File: src/rtl/gfx256_pkg.sv
// Shared types and constants for the gfx256 Wishbone read path.
package gfx256_pkg;

  typedef enum logic [1:0] {
    StIdle,
    StCheck,
    StBus,
    StResp
  } rd_state_e;

  typedef enum logic {
    CliZ,
    CliT
  } rd_client_e;

  localparam int unsigned LINE_BYTES = 32;
  localparam int unsigned LineOffW   = $clog2(LINE_BYTES);
  localparam int unsigned LineTagW   = 32 - LineOffW;

endpackage

File: src/rtl/gfx256_rd_arb.sv
// Two-way round-robin arbiter between the z and texture clients, with per-client lockout.
module gfx256_rd_arb
  import gfx256_pkg::*;
(
  input  logic       clk_i,
  input  logic       rst_ni,
  input  logic       en_i,
  input  logic       z_req_i,
  input  logic       t_req_i,
  input  logic       z_lock_i,
  input  logic       t_lock_i,
  output logic       gnt_o,
  output rd_client_e gnt_cli_o
);

  rd_client_e last_q;
  logic       z_elig;
  logic       t_elig;

  always_comb begin
    z_elig = z_req_i && !z_lock_i;
    t_elig = t_req_i && !t_lock_i;
    gnt_o  = en_i && (z_elig || t_elig);
    if (z_elig && t_elig) begin
      gnt_cli_o = (last_q == CliZ) ? CliT : CliZ;
    end else if (z_elig) begin
      gnt_cli_o = CliZ;
    end else begin
      gnt_cli_o = CliT;
    end
  end

  // Resetting to the texture client makes z win the first contested grant.
  always_ff @(posedge clk_i or negedge rst_ni) begin
    if (!rst_ni) begin
      last_q <= CliT;
    end else if (gnt_o) begin
      last_q <= gnt_cli_o;
    end
  end

endmodule

File: src/rtl/gfx256_wbm_read.sv
// 256-bit Wishbone read master serving the z and texture clients, with a one-line reuse buffer.
module gfx256_wbm_read
  import gfx256_pkg::*;
#(
  parameter int unsigned TIMEOUT    = 255,
  parameter bit          LINE_REUSE = 1'b1
) (
  input  logic         clk_i,
  input  logic         rst_ni,
  input  logic         flush_i,
  input  logic         z_request_i,
  input  logic [31:0]  z_addr_i,
  input  logic [31:0]  z_sel_i,
  output logic         z_ack_o,
  output logic [255:0] z_data_o,
  input  logic         t_request_i,
  input  logic [31:0]  t_addr_i,
  input  logic [31:0]  t_sel_i,
  output logic         t_ack_o,
  output logic [255:0] t_data_o,
  output logic         busy_o,
  output logic         err_o,
  output logic         m_cyc_o,
  output logic         m_stb_o,
  output logic         m_we_o,
  output logic [31:0]  m_sel_o,
  output logic [31:0]  m_adr_o,
  input  logic [255:0] m_dat_i,
  input  logic         m_ack_i,
  input  logic         m_err_i
);

  localparam int unsigned CntW = $clog2(TIMEOUT + 1);

  rd_state_e            state_q, state_d;
  rd_client_e           cur_cli_q, gnt_cli;
  logic                 gnt;
  logic [LineTagW-1:0]  cur_line_q;
  logic [31:0]          cur_sel_q;
  logic [CntW-1:0]      cnt_q, cnt_d;
  logic [LineTagW-1:0]  tag_q, tag_d;
  logic                 buf_valid_q, buf_valid_d;
  logic [255:0]         buf_data_q, buf_data_d;
  logic                 flushed_q, flushed_d;
  logic                 err_q, err_d;
  logic [255:0]         z_data_q, z_data_d;
  logic [255:0]         t_data_q, t_data_d;
  logic                 z_lock_q, t_lock_q;
  logic                 hit;
  logic                 timeout;
  logic                 resp_load;
  logic [255:0]         resp_data;
  logic                 in_bus;
  logic                 unused_offset;

  // Only the line address matters; byte offsets within the line are dropped.
  assign unused_offset = ^{z_addr_i[LineOffW-1:0], t_addr_i[LineOffW-1:0]};

  gfx256_rd_arb u_arb (
    .clk_i     (clk_i),
    .rst_ni    (rst_ni),
    .en_i      (state_q == StIdle),
    .z_req_i   (z_request_i),
    .t_req_i   (t_request_i),
    .z_lock_i  (z_lock_q),
    .t_lock_i  (t_lock_q),
    .gnt_o     (gnt),
    .gnt_cli_o (gnt_cli)
  );

  assign hit     = LINE_REUSE && buf_valid_q && (cur_line_q == tag_q) && !flush_i;
  assign timeout = (cnt_q == CntW'(TIMEOUT - 1));

  always_comb begin
    state_d     = state_q;
    cnt_d       = cnt_q;
    tag_d       = tag_q;
    buf_valid_d = buf_valid_q;
    buf_data_d  = buf_data_q;
    flushed_d   = flushed_q;
    err_d       = err_q;
    resp_load   = 1'b0;
    resp_data   = '0;
    unique case (state_q)
      StIdle: begin
        if (gnt) begin
          state_d   = StCheck;
          flushed_d = 1'b0;
        end
      end
      StCheck: begin
        if (hit) begin
          state_d   = StResp;
          resp_load = 1'b1;
          resp_data = buf_data_q;
        end else begin
          state_d = StBus;
          cnt_d   = '0;
        end
      end
      StBus: begin
        if (m_ack_i) begin
          state_d   = StResp;
          resp_load = 1'b1;
          resp_data = m_dat_i;
          if (LINE_REUSE) begin
            tag_d       = cur_line_q;
            buf_data_d  = m_dat_i;
            buf_valid_d = !flushed_q;
          end
        end else if (m_err_i || timeout) begin
          state_d     = StResp;
          resp_load   = 1'b1;
          err_d       = 1'b1;
          buf_valid_d = 1'b0;
        end else begin
          cnt_d = cnt_q + CntW'(1);
        end
      end
      StResp: state_d = StIdle;
      default: state_d = StIdle;
    endcase
    // A flush seen while a read is outstanding must keep that read's line out of the buffer.
    if (flush_i) begin
      buf_valid_d = 1'b0;
      if (state_q == StCheck || state_q == StBus) begin
        flushed_d = 1'b1;
      end
    end
  end

  always_comb begin
    z_data_d = z_data_q;
    t_data_d = t_data_q;
    if (resp_load) begin
      if (cur_cli_q == CliZ) begin
        z_data_d = resp_data;
      end else begin
        t_data_d = resp_data;
      end
    end
  end

  always_ff @(posedge clk_i or negedge rst_ni) begin
    if (!rst_ni) begin
      state_q     <= StIdle;
      cur_cli_q   <= CliZ;
      cur_line_q  <= '0;
      cur_sel_q   <= '0;
      cnt_q       <= '0;
      tag_q       <= '0;
      buf_valid_q <= 1'b0;
      buf_data_q  <= '0;
      flushed_q   <= 1'b0;
      err_q       <= 1'b0;
      z_data_q    <= '0;
      t_data_q    <= '0;
      z_lock_q    <= 1'b0;
      t_lock_q    <= 1'b0;
    end else begin
      state_q     <= state_d;
      cnt_q       <= cnt_d;
      tag_q       <= tag_d;
      buf_valid_q <= buf_valid_d;
      buf_data_q  <= buf_data_d;
      flushed_q   <= flushed_d;
      err_q       <= err_d;
      z_data_q    <= z_data_d;
      t_data_q    <= t_data_d;
      z_lock_q    <= z_ack_o;
      t_lock_q    <= t_ack_o;
      if (gnt) begin
        cur_cli_q  <= gnt_cli;
        cur_line_q <= (gnt_cli == CliZ) ? z_addr_i[31:LineOffW] : t_addr_i[31:LineOffW];
        cur_sel_q  <= (gnt_cli == CliZ) ? z_sel_i : t_sel_i;
      end
    end
  end

  assign in_bus   = (state_q == StBus);
  assign m_cyc_o  = in_bus;
  assign m_stb_o  = in_bus;
  assign m_we_o   = 1'b0;
  assign m_adr_o  = in_bus ? {cur_line_q, {LineOffW{1'b0}}} : '0;
  assign m_sel_o  = in_bus ? cur_sel_q : '0;
  assign z_ack_o  = (state_q == StResp) && (cur_cli_q == CliZ);
  assign t_ack_o  = (state_q == StResp) && (cur_cli_q == CliT);
  assign z_data_o = z_data_q;
  assign t_data_o = t_data_q;
  assign busy_o   = (state_q != StIdle);
  assign err_o    = err_q;

endmodule

File: config.mk
export PLATFORM = sky130hd
export DESIGN_NAME = gfx256_wbm_read
export DESIGN_NICKNAME = d
export VERILOG_FILES = /design/src/rtl/gfx256_pkg.sv /design/src/rtl/gfx256_rd_arb.sv /design/src/rtl/gfx256_wbm_read.sv
export SDC_FILE = /design/constraint.sdc
export NUM_CORES = 2
export LEC_CHECK = 0
export CAP_MARGIN = 25
export CORE_AREA = 2 2 380 382
export CTS_CLUSTER_DIAMETER = 60
export DETAILED_ROUTE_END_ITERATION = 6
export DIE_AREA = 0 0 382 384
export DONT_BUFFER_PORTS = 1
export MAX_ROUTING_LAYER = met4
export PLACE_DENSITY_LB_ADDON = 0.3
export REMOVE_ABC_BUFFERS = 1
export SYNTH_ARGS = -nofsm -noshare
export SYNTH_HDL_FRONTEND = slang
export SYNTH_SLANG_ARGS = --single-unit
export TNS_END_PERCENT = 1
File: constraint.sdc
create_clock -name clk_i -period 6.3 [get_ports clk_i]
set_input_delay 1.26 -clock clk_i [delete_from_list [all_inputs] [get_ports clk_i]]
set_output_delay 1.26 -clock clk_i [all_outputs]
set_load 0.05 [all_outputs]
==> Implementation_results.wiki <==
{| class="wikitable"
! Metric !! Value
|-
| Achievable frequency || 245 MHz
|-
| Number of violations of the max-capacitance limit || 0
|-
| Initial antenna violation count || 13
|-
| Lkg Pwr || 0.0204 uW
|-
| Antenna-violating nets left || 0
|-
| Number of clock buffers inserted by TritonCTS || 102
|-
| Setup repair after global routing missed its margin || false
|-
| Mapped Avg Cell Area || 11.0 sq um
|-
| Critical-path cell with the highest stage delay || ha_4
|-
| Share of async-settable or async-resettable flops after synthesis || 1.00
|-
| Part of the power in registers || 0.552
|-
| H-Tree Level Count || 3
|-
| Classification of the worst-slack hold path || in -> async
|-
| Post-synth EDFFs || 0
|-
| Minimum clock period after layout || 4.08 ns
|-
| Core Box Area || 0.143 sq mm
|-
| Area of the mapped netlist || 0.0373 sq mm
|-
| Num rows || 139
|-
| Ys flop type || dfrtp_1
|-
| Cell family contributing the most delay on the critical path || adder cells
|-
| Status || completed
|-
| Final max-slew violation count || 0
|-
| Final TNS setup || 0 ns
|-
| Buffering stage count on the worst path with inverters included || 1
|-
| Number of warning messages in the yosys log || 0
|-
| Reg2Reg Depth || 7
|-
| Util after Layout || 0.298
|-
| Power share of the combinational group || 0.232
|-
| Router iterations before antenna repair || 5
|-
| Maximum ir drop on the vdd rail || 0.370 mV
|-
| Relative slew margins || 0.300
|-
| Vias post-DR || 25.4k
|-
| Max layer used || met4
|-
| Via count of the first global-routing pass || 25.8k
|-
| Hold bufs inserted after CTS || 0
|-
| Clock latency on the worst-skew pair || 0.71 ns
|-
| Number of remaining DRC errors || 0
|-
| Critical Path AT || 2.82 ns
|-
| # setup viols final || 0
|-
| Worst hold slack after final layout || 0.265 ns
|-
| Starting density of the core || 0.261
|-
| Root buffer selected by CTS || clkbuf_16
|-
| Unique cell type count in the Yosys netlist || 41
|-
| Count of placed standard cells including taps || 5068
|-
| Crit-path cells || inv_1 -> ha_4 -> and2_1
|-
| CTS Sinks || 871
|-
| Sort of element at the end of the critical path || primary output
|-
| Weighted congestion reported at the end of routability-driven placement || 0.821
|-
| Critical path class || reg -> out
|-
| Internal || 13500 uW
|-
| Die H || 384 um
|-
| IO Port Bufs || 0
|-
| Total congestion overflow after global routing || 0
|-
| Area grow syn2layout || 14.3%
|-
| Iteration-0 DRC Markers || 1624
|-
| Half-perimeter wire length after placement || 74.9 mm
|-
| Sw Ratio || 0.506
|-
| Power density normalized to cell area || 641 mW/mm^2
|-
| Routed length per instance || 22.2 um
|-
| Cell depth of the worst setup path || 3
|-
| Actual transition at the worst max-transition pin || 1.05 ns
|-
| Clock transition at the registers of the reported paths || 0.06 ns
|-
| Count of non-filler cells in the finished layout || 5275
|-
| Met3 WL post-DR || 11.2 mm
|-
| Sequential element share of the synthesized area || 0.585
|-
| Post-synthesis instance total || 3380
|-
| Length of routed wiring on met1 || 46.3 mm
|-
| Met2 Wirelength || 55.1 mm
|-
| Kind of start point of the critical path || flip-flop
|-
| Post-route fraction of the period consumed by the critical path || 0.648
|-
| DRT Wirelength || 117 mm
|-
| Share of layout cells above drive strength 1 || 0.149
|-
| First-pass GRT wire length || 173 mm
|-
| Largest fanout on the critical path || 77
|-
| Pin count of the biggest net entering global routing || 872
|-
| Clock network fraction of design power || 0.216
|-
| Total global routing track utilization || 0.158
|-
| Worst setup skew after layout || 0.0302 ns
|-
| Final layout net count || 3671
|-
| Fill cells || 14.6k
|-
| Critical path required time || 5.04 ns
|-
| Yosys reg bits || 871
|-
| Largest stage delay on the critical path || 0.80 ns
|-
| Horizontal extent of the die || 382 um
|-
| TritonCTS clock tree || yes
|-
| Maximum clock path buffer count || 3
|-
| Endpoints failing hold || 0
|-
| Post-route total power || 27300 uW
|-
| Buffers inserted during post-CTS setup optimization || 0
|-
| Post-CTS resize count || 0
|-
| Area of the die || 0.147 sq mm
|-
| P_sw || 13800 uW
|-
| Avg Vias per Cell || 4.82
|-
| # IOs || 974
|}
-- path summary, 6_finish.rpt --
check | start | endpoint | slack (ns)
worst max-delay path | state_q[0]$_DFFE_PN0P_ | m_sel_o[25] | 2.22
worst max register to register | cur_line_q[8]$_DFFE_PN0P_ | t_data_o[209]$_DFFE_PN0P_ | 2.35
worst min-delay path | rst_ni | z_data_o[221]$_DFFE_PN0P_ | 0.26
max in group asynchronous | rst_ni | t_data_o[84]$_DFFE_PN0P_ | 3.93
worst min register to register | cur_sel_q[10]$_DFFE_PN0P_ | cur_sel_q[10]$_DFFE_PN0P_ | 0.47
min in group clk_i | cur_sel_q[10]$_DFFE_PN0P_ | cur_sel_q[10]$_DFFE_PN0P_ | 0.47
-- layer usage --
metal  global-route usage  vias to the layer above
li1                     -                    11400
met1                0.185                    12900
met2                0.243                      966
met3               0.0580                      204
met4               0.0723                        0
met5                    -                        -
-- state kept, by name (all words and copies together) (netlist names) --
name	flops
buf_data_q	256
buf_valid_q	1
cnt_q	8
cur_cli_q	1
cur_line_q	27
cur_sel_q	32
err_o	1
flushed_q	1
state_q	2
t_data_o	256
t_lock_q	1
tag_q	27
u_arb.last_q	1
z_data_o	256
z_lock_q	1
-- cell usage after synthesis, types with 3 or more instances --
cell / n / share of area
o211ai_1: 6 / 0.0012
dfrtp_1: 870 / 0.58
a21oi_1: 4 / 0.00054
mux2_2: 273 / 0.082
nand3_1: 9 / 0.0012
nor4_1: 4 / 0.00067
inv_1: 12 / 0.0012
nor2_1: 7 / 0.00071
buf_2: 7 / 0.00094
buf_1: 31 / 0.0031
and2_1: 62 / 0.010
nand2_1: 918 / 0.092
nor4_4: 3 / 0.0017
nor3_1: 4 / 0.00054
and3_1: 3 / 0.00050
clkbuf_1: 174 / 0.018
nand4_1: 258 / 0.043
ha_1: 6 / 0.0020
xor2_1: 27 / 0.0063
mux2i_1: 60 / 0.016
nor2b_1: 3 / 0.00050
mux2_1: 240 / 0.073
buf_4: 56 / 0.011
o21ai_0: 321 / 0.043
-- logic make-up (layout without fill, tap and decap cells) --
| group | Yosys count | after routing | synth area share |
|---|---|---|---|
| AOI/OAI and AO/OA | 346 | 346 | 0.0485 |
| xor gates and xnor gates | 27 | 27 | 0.00634 |
| adders and majority gates | 6 | 6 | 0.00201 |
| buffers and inverters | 280 | 253 | 0.0341 |
| DFF | 871 | 871 | 0.585 |
| muxes | 573 | 573 | 0.171 |
| other | 1 | 20 | 0.000101 |
| and+or+nand+nor | 1276 | 1276 | 0.153 |
-- per-stage QoR --
stage | setup WS [ns] | cell area (sq um)
finish | 2.22 | 42600
detailed placement | 1.75 | 39000
CTS | 2.10 | 42400
floorplan | -13.03 | 36100
global route | 2.06 | 42600
global placement | 1.77 | 39000
-- worst reg2reg max path, delay by kind of cell, from the launching register on --
family          cells  cell delay [ns]
simple gates        2             1.18
xor+xnor            1             0.17
compound gates      1             0.64
buf+inv             2             0.63
mux                 1             0.75
flops               1             0.44
-- area by class of cell --
type / count / area, sq um / share of cell area
inverter: 12 / 45.0 / 0.00106
timing repair buffer: 53 / 686 / 0.0161
tap: 1903 / 2380 / 0.0559
antenna: 14 / 35.0 / 0.000823
multi-input combinational: 2234 / 14300 / 0.335
clock buffer: 149 / 2970 / 0.0697
sequential: 871 / 21800 / 0.512
clock inverter: 39 / 397 / 0.00931
-- power groups by stage --
stage | registers, uW | clock network [uW] | logic, uW
after floorplan | 14300 | 0 | 4790
after global placement | 15100 | 0 | 6160
after detailed placement | 15200 | 0 | 6290
after CTS | 15100 | 6120 | 6300
after global routing | 15400 | 6340 | 6960
final | 15100 | 5910 | 6320
-- cells in the final DEF, fill, tap and decap left out, types with 4 or more instances in the layout --
cell type and count:
inv_1 12, mux2_1 240, and2_1 61, clkbuf_8 24
nand2_1 916, mux2i_1 60, mux2_2 273, o21ai_0 321
buf_12 15, nor4_1 4, ha_1 5, clkinv_2 18
inv_8 4, clkbuf_1 23, nand4_1 258, clkinvlp_4 5
dfrtp_1 870, nand3_1 9, nor2_1 7, buf_16 5
conb_1 6, buf_4 31, clkbuf_16 102, a21oi_1 4
xor2_1 27, o211ai_1 6, diode_2 14
No activity file was read; power rests on OpenSTA's default activity.
